===== config.mk =====
export PLATFORM = sky130hd
export DESIGN_NAME = fll_lead_detect_pipe
export DESIGN_NICKNAME = d
export VERILOG_FILES = /design/src/rtl/fll_lead_detect_pipe.sv
export SDC_FILE = /design/constraint.sdc
export NUM_CORES = 1
export LEC_CHECK = 0
export ABC_AREA = 1
export BUFFER_PORTS_ARGS = -buffer_cell sky130_fd_sc_hd__buf_2
export CAP_MARGIN = 0
export CORE_ASPECT_RATIO = 0.8
export CORE_MARGIN = 2
export CORE_UTILIZATION = 49
export CTS_CLUSTER_SIZE = 40
export DETAILED_ROUTE_END_ITERATION = 6
export PLACE_DENSITY_LB_ADDON = 0.05
export SLEW_MARGIN = 20
export SYNTH_ARGS = -nofsm -noshare
export SYNTH_HDL_FRONTEND = slang
export SYNTH_SLANG_ARGS = --single-unit

===== constraint.sdc =====
create_clock -name clk -period 1.7 [get_ports clk]
set_input_delay 0.255 -clock clk [delete_from_list [all_inputs] [get_ports clk]]
set_output_delay 0.255 -clock clk [all_outputs]
set_load 0.1 [all_outputs]

===== src/rtl/fll_lead_detect_pipe.sv =====
// Pipelined leading-one detector for the FLL discriminator path, one search segment per stage,
// with a peak-position tracker. Define FLL_PENC_SIGNED_EN for two's-complement inputs.
module fll_lead_detect_pipe #(
   parameter int IN_WIDTH  = 18,
   parameter int MIN_POS   = 8,
   parameter int SEG_WIDTH = 5,
   parameter int OUT_WIDTH = 5
) (
   input  logic                 clk,
   input  logic                 reset,
   input  logic                 in_valid,
   input  logic [IN_WIDTH-1:0]  in,
   input  logic                 max_clear,
   output logic                 out_valid,
   output logic [OUT_WIDTH-1:0] out_pos,
   output logic                 out_found,
   output logic                 out_neg,
   output logic [OUT_WIDTH-1:0] max_pos
);

   localparam int NSEG = (IN_WIDTH - MIN_POS + SEG_WIDTH - 1) / SEG_WIDTH;
   localparam logic [OUT_WIDTH-1:0] FLOOR_POS = OUT_WIDTH'(MIN_POS - 1);

   if (MIN_POS < 1 || IN_WIDTH <= MIN_POS || (2 ** OUT_WIDTH) <= IN_WIDTH - 1) begin : g_param_error
      $error("fll_lead_detect_pipe: illegal parameter combination");
   end

   // Valid semantics: in_valid marks one sample per cycle, always accepted (no ready);
   // out_valid pulses exactly NSEG cycles later; no valid means a bubble, not a stall.
   logic                 in_sign;
   logic [IN_WIDTH-1:0]  in_word;

`ifdef FLL_PENC_SIGNED_EN
   assign in_sign = in[IN_WIDTH-1];
`else
   assign in_sign = 1'b0;
`endif
   // Flipping by the sign turns "first bit differing from sign" into "first one" and clears the sign bit.
   assign in_word = in ^ {IN_WIDTH{in_sign}};

   logic                 st_v     [NSEG];
   logic                 st_found [NSEG];
   logic [OUT_WIDTH-1:0] st_pos   [NSEG];
   logic [IN_WIDTH-1:0]  st_data  [NSEG];
   logic                 st_neg   [NSEG];

   logic                 src_v     [NSEG];
   logic                 src_found [NSEG];
   logic [OUT_WIDTH-1:0] src_pos   [NSEG];
   logic [IN_WIDTH-1:0]  src_data  [NSEG];
   logic                 src_neg   [NSEG];

   logic                 nx_found [NSEG];
   logic [OUT_WIDTH-1:0] nx_pos   [NSEG];

   always_comb begin
      src_v[0]     = in_valid;
      src_found[0] = 1'b0;
      src_pos[0]   = FLOOR_POS;
      src_data[0]  = in_word;
      src_neg[0]   = in_sign;
      for (int k = 1; k < NSEG; k++) begin
         src_v[k]     = st_v[k-1];
         src_found[k] = st_found[k-1];
         src_pos[k]   = st_pos[k-1];
         src_data[k]  = st_data[k-1];
         src_neg[k]   = st_neg[k-1];
      end
   end

   // Stage k owns bits (IN_WIDTH-1-k*SEG_WIDTH) down to max of the segment bottom and MIN_POS;
   // ascending scan so the highest set bit wins.
   always_comb begin
      for (int k = 0; k < NSEG; k++) begin
         nx_found[k] = src_found[k];
         nx_pos[k]   = src_pos[k];
         if (!src_found[k]) begin
            for (int i = MIN_POS; i < IN_WIDTH; i++) begin
               if (i <= IN_WIDTH - 1 - k * SEG_WIDTH && i > IN_WIDTH - 1 - (k + 1) * SEG_WIDTH
                   && src_data[k][i]) begin
                  nx_found[k] = 1'b1;
                  nx_pos[k]   = OUT_WIDTH'(i);
               end
            end
         end
      end
   end

   always_ff @(posedge clk) begin
      if (reset) begin
         for (int k = 0; k < NSEG; k++) begin
            st_v[k]     <= 1'b0;
            st_found[k] <= 1'b0;
            st_pos[k]   <= FLOOR_POS;
            st_data[k]  <= '0;
            st_neg[k]   <= 1'b0;
         end
         max_pos <= FLOOR_POS;
      end else begin
         for (int k = 0; k < NSEG; k++) begin
            st_v[k]    <= src_v[k];
            st_data[k] <= src_data[k];
         end
         for (int k = 0; k < NSEG - 1; k++) begin
            st_found[k] <= nx_found[k];
            st_pos[k]   <= nx_pos[k];
            st_neg[k]   <= src_neg[k];
         end
         // The last stage doubles as the output register and holds across bubbles.
         if (src_v[NSEG-1]) begin
            st_found[NSEG-1] <= nx_found[NSEG-1];
            st_pos[NSEG-1]   <= nx_pos[NSEG-1];
            st_neg[NSEG-1]   <= src_neg[NSEG-1];
         end
         // Peak hold tracks presented results; a clear coinciding with a result restarts from it.
         if (out_valid) begin
            if (max_clear || out_pos > max_pos)
               max_pos <= out_pos;
         end else if (max_clear) begin
            max_pos <= FLOOR_POS;
         end
      end
   end

   assign out_valid = st_v[NSEG-1];
   assign out_pos   = st_pos[NSEG-1];
   assign out_found = st_found[NSEG-1];
   assign out_neg   = st_neg[NSEG-1];

endmodule


==> metrics, run 1 <==
Core ar.=around 2200 sq um; CP bufs+invs=1; switching share of power=35.3%; Leak Pwr=around 0.7 nW; DIE HEIGHT=roughly 47 microns; vias=between 800 and 900; postcts setup bufs=0; Buffers on Ports=25; critical path depth in cells=1; PostCTS Resize Cnt=0; most common cell after layout, fill and taps aside=inv_1; Hold Fails Final Rpt=0; Syn Inst Count=134; startpoint types=register; largest net degree at the start of global routing=16; dpl cell area=between 1000 and 1500 sq um; flop and latch count out of synthesis=24; Internal Power=830 uW; die width=57.8 microns; Cell Chain, Critical Path=buf_2; reg2reg start=st_pos[0][8]; main area contributors after synthesis=edfxtp_1 (32%), dfxtp_1 (21%), inv_1 (8.6%); critical path's top delay family=buffers and inverters; sequential share of power=between 50% and 60%; Hold Crit Start=in[10]; Crit Path Category=register to primary output; Syn-to-layout area delta=19.5%; vias per inst=between 4 and 5; initial DRC count=11; die area=approximately 2700 sq um; max frequency=662 MHz; final hold slack=132 ps; TritonRoute pass-1 iters=4; dpl hpwl=between 1500 and 2000 microns; Comb pwr share=roughly 27%; slowest CP cell=buf_2; initial antenna violation count=0; # diodes=0; Final ANT Viol Nets=0; cts hold-fix bufs=0; Overflow after GRT=0; Power Density=roughly 950 nW/um^2; CTS buffer count=3; Peak VDD IR=roughly 0.63 mV; post-synth cell types=24; TritonCTS clock tree=yes; clock sink total=24; final worst-path cycle share=between 80% and 90%; Skew-Pair Late Insertion Delay=around 310 ps; Overall Power=around 1.3 mW; crit path launch=st_v[0][1]; Ports=35; num rows=15; final instance area=1360 sq um; outcome=completed; starting density of the core=52.2%; clock share of power=between 10% and 20%; # nets final=around 190; Synth area leader=edfxtp_1; GRT Total Usage=around 17%; CP required=between 1000 and 1500 ps; synth warn=0; CTS Root Buffer Type=clkbuf_4; Syn Area/Cell=8.48 sq um; Largest stage delay, worst path=approximately 480 ps; Seq/Total Area, Yosys=a little over half; vias in the first global route=~770; Mapped Area=1140 sq um; Max Buffers Root-to-Sink=2; CTS clk-pin slew, worst paths=around 120 ps; RSZ-0062 raised after global routing=no; Period minus WS final=around 1500 ps; final setup fails=0; clk_skew=between 0.9 and 1 ps; H-tree Lvls=1; routed wire length=1990 microns; max-cap violations=0; worst-path maximum fanout=7; proportion of layout cells with a drive suffix above 1=26.5%; fin. max-slew vios=0; Arr. time, crit path=around 1300 ps; most frequent cells in the layout=inv_1 (26), buf_2 (25), nor2_1 (22), nand2_1 (19), edfxtp_1 (12); Psw=roughly 450 uW; Worst Setup End Kind=primary output; post-synth top area share=around a third; DR WL/cell=approximately 10 microns; Worst Hold Path Cells=3; min-delay worst type=primary input to register; first-pass GRT wire length=about 3300 microns; final weighted congestion in routability-driven placement=between 0.7 and 0.8; drc violations=0; worst r2r path cells=7
## tightest hold or removal path, delay by kind of cell
kind                   cells  cell delay, ps
and+or+nand+nor            1              30
buffers and inverters      2             130
## cells in the mapped netlist
master / instances
conb_1: 2
buf_2: 1
a21oi_1: 6
a31oi_1: 1
nor3_1: 1
o21ai_1: 2
o21ai_0: 3
nor2_1: 22
nand3_1: 8
o221ai_1: 1
nand2_2: 3
dfxtp_1: 12
buf_4: 1
and3_1: 1
edfxtp_1: 12
nand3_2: 1
nor4_1: 1
nand2_1: 20
inv_1: 26
nand2_4: 1
a21boi_2: 1
inv_2: 2
ha_1: 5
nor2_4: 1
## cell families after synthesis
| group | after synthesis | share of synthesized area, % |
|---|---|---|
| compound gates | 14 | 7.16 |
| fa+ha+maj | 5 | 5.51 |
| buf+inv | 30 | 10.4 |
| flops | 24 | 52.9 |
| other cells | 2 | 0.661 |
| simple gates | 59 | 23.5 |
## final timing paths
check | end | slack, ps
setup reg to reg | max_pos[4] | 210
setup / recovery | out_valid | 190
hold reg to reg | st_v[0][1] | 450
hold / removal | st_data[0][10] | 130
## final cells by class
| cell class | instances | area [sq um] |
|---|---|---|
| clock buffer | 4 | 26.3 |
| tap | 25 | 31.3 |
| inverter | 28 | 105 |
| multi-input combinational | 85 | 464 |
| fill | 195 | 820 |
| timing repair buffer | 25 | 125 |
| sequential | 24 | 606 |
## through the flow
stage	utilization, %	setup WS (ps)	std cells	setup TNS, ps
floorplan	-	-287	139	-1390
global placement	61.1	261	187	0
detailed placement	61.1	214	187	0
CTS	62.4	179	191	0
global route	62.4	97.2	191	0
finish	62.4	189	191	0
## state kept, by name (all words and copies together) (netlist names)
name,count
st_pos,10
st_found,2
st_data,5
st_v,2
max_pos,5
## power by group through the flow
stage | logic [mW] | clock network (mW) | registers [mW]
after floorplan | 0.142 | 0 | 0.839
after global placement | 0.346 | 0 | 0.692
after detailed placement | 0.353 | 0 | 0.694
after CTS | 0.354 | 0.267 | 0.681
after global routing | 0.381 | 0.284 | 0.686
final | 0.351 | 0.252 | 0.680
## metal layers
metal	part of all wire, %	GRT usage [%]	up-vias
met1	51	21.1	387
met3	4.9	4.96	2
met5	0	0	-
li1	-	-	482
met4	0.70	4.19	0
met2	43	29.1	19
(Power assumes the default switching activity.)
==> inputs of run 2 (changes only) <==
--- a/config.mk
+++ b/config.mk
@@ -10,7 +10,7 @@
 export CAP_MARGIN = 0
 export CORE_ASPECT_RATIO = 0.8
 export CORE_MARGIN = 2
-export CORE_UTILIZATION = 49
+export CORE_UTILIZATION = 53
 export CTS_CLUSTER_SIZE = 40
 export DETAILED_ROUTE_END_ITERATION = 6
 export PLACE_DENSITY_LB_ADDON = 0.05
==> constraint.sdc (replaced) <==
create_clock -name clk -period 1.9 [get_ports clk]
set_input_delay 0.285 -clock clk [delete_from_list [all_inputs] [get_ports clk]]
set_output_delay 0.285 -clock clk [all_outputs]
set_load 0.1 [all_outputs]
==> run 2 against run 1 <==
Core utilization increased by 8.8 points; power increased by 0.18%; first-iteration DRC count increased to 2.7 times the previous value; global-route usage increased by 2.3 points; hold slack improved by 26 ps; cell area increased by 1.8%.
==> metrics, run 2 (same netlist as run 1, synthesis figures left out) <==
largest net degree at the start of global routing=16; routed wire length=~2000 microns; sequential share of power=47.2%; TritonRoute pass-1 iters=4; Worst Setup End Kind=primary output; Hold Fails Final Rpt=0; # nets final=194; Buffers on Ports=25; max reg flops=10; Core ar.=about 2000 sq um; Largest Register=st_pos; slowest CP cell=buf_2; CTS Root Buffer Type=clkbuf_4; vias in the first global route=840; dpl cells=about 190; Final ANT Viol Nets=0; PostCTS Resize Cnt=0; fin. max-slew vios=0; final setup fails=0; TritonCTS clock tree=yes; initial DRC count=30; final weighted congestion in routability-driven placement=between 0.7 and 0.8; Arr. time, crit path=1240 ps; cts hold-fix bufs=0; clock sink total=24; vias=between 900 and 1000; DR WL/cell=between 10 and 15 microns; initial antenna violation count=0; switching share of power=32.1%; Period minus WS final=around 1500 ps; die area=2530 sq um; RSZ-0062 raised after global routing=no; CP bufs+invs=1; Ports=35; startpoint types=register; DIE HEIGHT=about 45 microns; Largest stage delay, worst path=470 ps; Peak VDD IR=roughly 0.87 mV; max frequency=655 MHz; Crit Path Category=register to primary output; CTS clk-pin slew, worst paths=around 130 ps; min-delay worst type=primary input to register; top flop regs=st_pos: 10 flops, max_pos: 5 flops, st_data: 5 flops; die width=roughly 56 microns; most frequent cells in the layout=inv_1 (26), buf_2 (25), nor2_1 (22), nand2_1 (19), edfxtp_1 (12); CP required=between 1500 and 2000 ps; max-cap violations=0; drc violations=0; postcts setup bufs=0; starting density of the core=between 50% and 60%; proportion of layout cells with a drive suffix above 1=between 20% and 30%; Psw=around 410 uW; H-tree Lvls=1; Syn-to-layout area delta=21.7%; dpl hpwl=about 1500 microns; Internal Power=roughly 870 uW; most common cell after layout, fill and taps aside=inv_1; final hold slack=approximately 160 ps; fin cells=190; num rows=14; vias per inst=about 4.7; Max Buffers Root-to-Sink=2; # diodes=0; Power Density=about 930 nW/um^2; Skew-Pair Late Insertion Delay=approximately 310 ps; clock share of power=28.2%; critical path's top delay family=buffers and inverters; Overall Power=approximately 1.3 mW; clk_skew=~3 ps; Leak Pwr=between 0.7 and 0.8 nW; outcome=completed; GRT Total Usage=about a fifth; final worst-path cycle share=approximately 80%; worst-path maximum fanout=7; Overflow after GRT=0; Cell Chain, Critical Path=buf_2; Comb pwr share=about a quarter; CTS buffer count=3; first-pass GRT wire length=approximately 3600 microns
==> run 2: path summary, 6_finish.rpt <==
path	start	end	slack [ps]	cells past startpoint
max	st_v[0][1]	out_valid	370	1
min	in_valid	st_v[0][0]	160	3
max reg2reg	st_pos[0][8]	max_pos[0]	370	9
min reg2reg	st_v[0][0]	st_v[0][1]	440	2
==> run 2: final cells by class <==
class                           count  area (sq um)
Fill cell                         166           562
Clock buffer                        3          22.5
Sequential cell                    24           606
Multi-Input combinational cell     85           464
Timing Repair Buffer               25           125
Clock inverter                      1          30.0
Tap cell                           24          30.0
Inverter                           28           105
==> run 2: tightest hold or removal path, stage by stage <==
cell and delay, ps:
buf_2 90, inv_1 40, nor2_1 30
==> run 2: routing by layer <==
| layer | share of wire (%) | up-vias | global-route usage, % |
|---|---|---|---|
| li1 | - | 477 | - |
| met1 | 46 | 401 | 24.2 |
| met2 | 47 | 22 | 32.1 |
| met3 | 6.1 | 2 | 6.82 |
| met4 | 0.65 | 0 | 4.39 |
| met5 | 0 | - | 0 |
==> run 2: power by group through the flow <==
| stage | clock network (mW) | logic, mW | registers (mW) |
|---|---|---|---|
| 2_1_floorplan | 0 | 0.127 | 0.751 |
| 3_3_place_gp | 0 | 0.308 | 0.619 |
| 3_5_place_dp | 0 | 0.316 | 0.619 |
| 4_1_cts | 0.371 | 0.318 | 0.608 |
| 5_1_grt | 0.390 | 0.343 | 0.614 |
| 6_report | 0.363 | 0.316 | 0.608 |
==> run 2: through the flow <==
step,setup WS [ps],TNS (ps),area [sq um],util [%]
after floorplan,-86.6,-390,1190,-
after global placement,450,0,1330,68.4
after detailed placement,418,0,1330,68.4
after CTS,350,0,1380,71.1
after global routing,248,0,1380,71.1
final,373,0,1380,71.1
==> inputs of run 3 (changes only) <==
--- a/config.mk
+++ b/config.mk
@@ -10,7 +10,7 @@
 export CAP_MARGIN = 0
 export CORE_ASPECT_RATIO = 0.8
 export CORE_MARGIN = 2
-export CORE_UTILIZATION = 53
+export CORE_UTILIZATION = 49
 export CTS_CLUSTER_SIZE = 40
 export DETAILED_ROUTE_END_ITERATION = 6
 export PLACE_DENSITY_LB_ADDON = 0.05
==> constraint.sdc (replaced) <==
create_clock -name clk -period 1.5 [get_ports clk]
set_input_delay 0.225 -clock clk [delete_from_list [all_inputs] [get_ports clk]]
set_output_delay 0.225 -clock clk [all_outputs]
set_load 0.1 [all_outputs]
==> run 3 against run 2 <==
Sequential power rose by 27%; non-clock buffer count rose by 1; count of clock-buffer cells in the layout did not move; wire length rose by 3.8%; hold slack got worse by 54 ps; clock power fell by 24%; combinational power rose by 33%; power rose by 14%; first-iteration DRC count fell by 50%; cell count rose by 1.1%; sequential cell count did not move.
==> metrics, run 3 (same netlist as run 1, synthesis figures left out) <==
Worst Setup End Kind=register; vias=between 900 and 1000; CTS clk-pin slew, worst paths=about 120 ps; Arr. time, crit path=approximately 1700 ps; Syn-to-layout area delta=22.4%; Peak VDD IR=between 0.6 and 0.7 mV; # diodes=0; Skew-Pair Late Insertion Delay=about 310 ps; Max Buffers Root-to-Sink=2; die width=57.8 microns; max reg flops=10; fin. max-slew vios=0; most common cell after layout, fill and taps aside=inv_1; final setup TNS=0 ps; TritonCTS clock tree=yes; fin cells=192; Power Density=1060 nW/um^2; startpoint types=register; Core ar.=around 2200 sq um; vias per inst=4.76; # nets final=between 150 and 200; first-pass GRT wire length=approximately 3400 microns; routed wire length=2070 microns; vias in the first global route=between 700 and 800; proportion of layout cells with a drive suffix above 1=between 20 and 30%; min-delay worst type=primary input to register; Hold Fails Final Rpt=0; final hold slack=about 100 ps; max-cap violations=0; final setup fails=0; Ports=35; Leak Pwr=a little over 0.7 nW; Largest Register=st_pos; H-tree Lvls=1; dpl cells=188; worst-path maximum fanout=8; dpl hpwl=approximately 1700 microns; reg-to-reg endpoint=max_pos[3]; clock sink total=24; final worst-path cycle share=99.8%; Cell Chain, Critical Path=ha_4 -> nand2_4 -> nor2_4 -> nand2_2 -> nand3_2 -> nand2_4 -> a21oi_1 -> nor2_1; Hold Path Sink=st_data[0][10]; most frequent cells in the layout=inv_1 (26), buf_2 (25), nor2_1 (22), nand2_1 (19), edfxtp_1 (12); largest net degree at the start of global routing=15; Worst Hold Path Cells=3; Largest stage delay, worst path=470 ps; slowest CP cell=edfxtp_1; num rows=15; initial DRC count=15; Buffers on Ports=25; RSZ-0062 raised after global routing=yes; register-to-register setup slack=between 3 and 4 ps; top flop regs=st_pos: 10 flops, max_pos: 5 flops, st_data: 5 flops; CTS Root Buffer Type=clkbuf_4; GRT Total Usage=16.8%; drc violations=0; CP required=around 1700 ps; Period minus WS final=about 1500 ps; TritonRoute pass-1 iters=5; die area=around 2700 sq um; outcome=completed; DR WL/cell=10.8 microns; Final ANT Viol Nets=0; max frequency=~670 MHz; CTS buffer count=3; Hold Crit Start=in[10]; final weighted congestion in routability-driven placement=about 0.80; reg2reg start=st_pos[0][9]; initial antenna violation count=0; Critical Path Most Common Cell=nand2_4; worst r2r path cells=8; clk_skew=between 7 and 8 ps; Crit Path Category=register to register; DIE HEIGHT=between 40 and 50 microns; starting density of the core=~52%; Overflow after GRT=0
-- run 3: stage by stage --
step	util, %	setup WS (ps)	total power [mW]	instance area, sq um
floorplan	-	-487	1.11	1190
global placement	61.5	57.5	1.18	1340
detailed placement	61.5	20.6	1.19	1340
CTS	62.7	4.61	1.47	1370
global route	63.9	-64.7	1.55	1390
finish	63.9	3.72	1.47	1390
-- run 3: layout make-up --
cell class / instances / area, sq um
fill: 202 / 787
sequential: 24 / 606
multi-input combinational: 85 / 489
timing repair buffer: 26 / 133
inverter: 28 / 105
tap: 25 / 31.3
clock buffer: 3 / 22.5
clock inverter: 1 / 3.75
-- run 3: timing repair --
action                     in CTS  in global routing
setup endpoints to repair       0                  6
gates resized for setup         0                  4
hold buffers                    0                  0
setup buffers                   0                  0
-- run 3: worst max-delay path by stage --
stage,from,to,slack (ps)
2_1_floorplan,st_pos[0][8],max_pos[3],-490
3_3_place_gp,st_pos[0][8],max_pos[3],60
3_5_place_dp,st_pos[0][8],max_pos[4],20
4_1_cts,st_pos[0][8],max_pos[4],5
5_1_grt,st_pos[0][9],max_pos[0],-60
6_report,st_pos[0][9],max_pos[3],4
-- run 3: power breakdown --
part	switching, mW	internal (mW)
Sequential	0.0307	0.742
Combinational	0.311	0.108
Clock	0.180	0.0972
Total	0.521	0.947
-- run 3: critical path: cells and delay by family, from the launching register on --
kind | cells | cell delay (ps)
DFF | 1 | 470
and+or+nand+nor | 6 | 470
AOI/OAI and AO/OA | 1 | 140
adders and majority gates | 1 | 320
-- run 3: layer usage --
metal,vias to the layer above,routed length [microns],track usage (%)
met5,-,0,0
met4,0,14,6.05
met3,2,143,5.51
met2,23,939,28.0
met1,403,973,21.2
li1,486,-,-
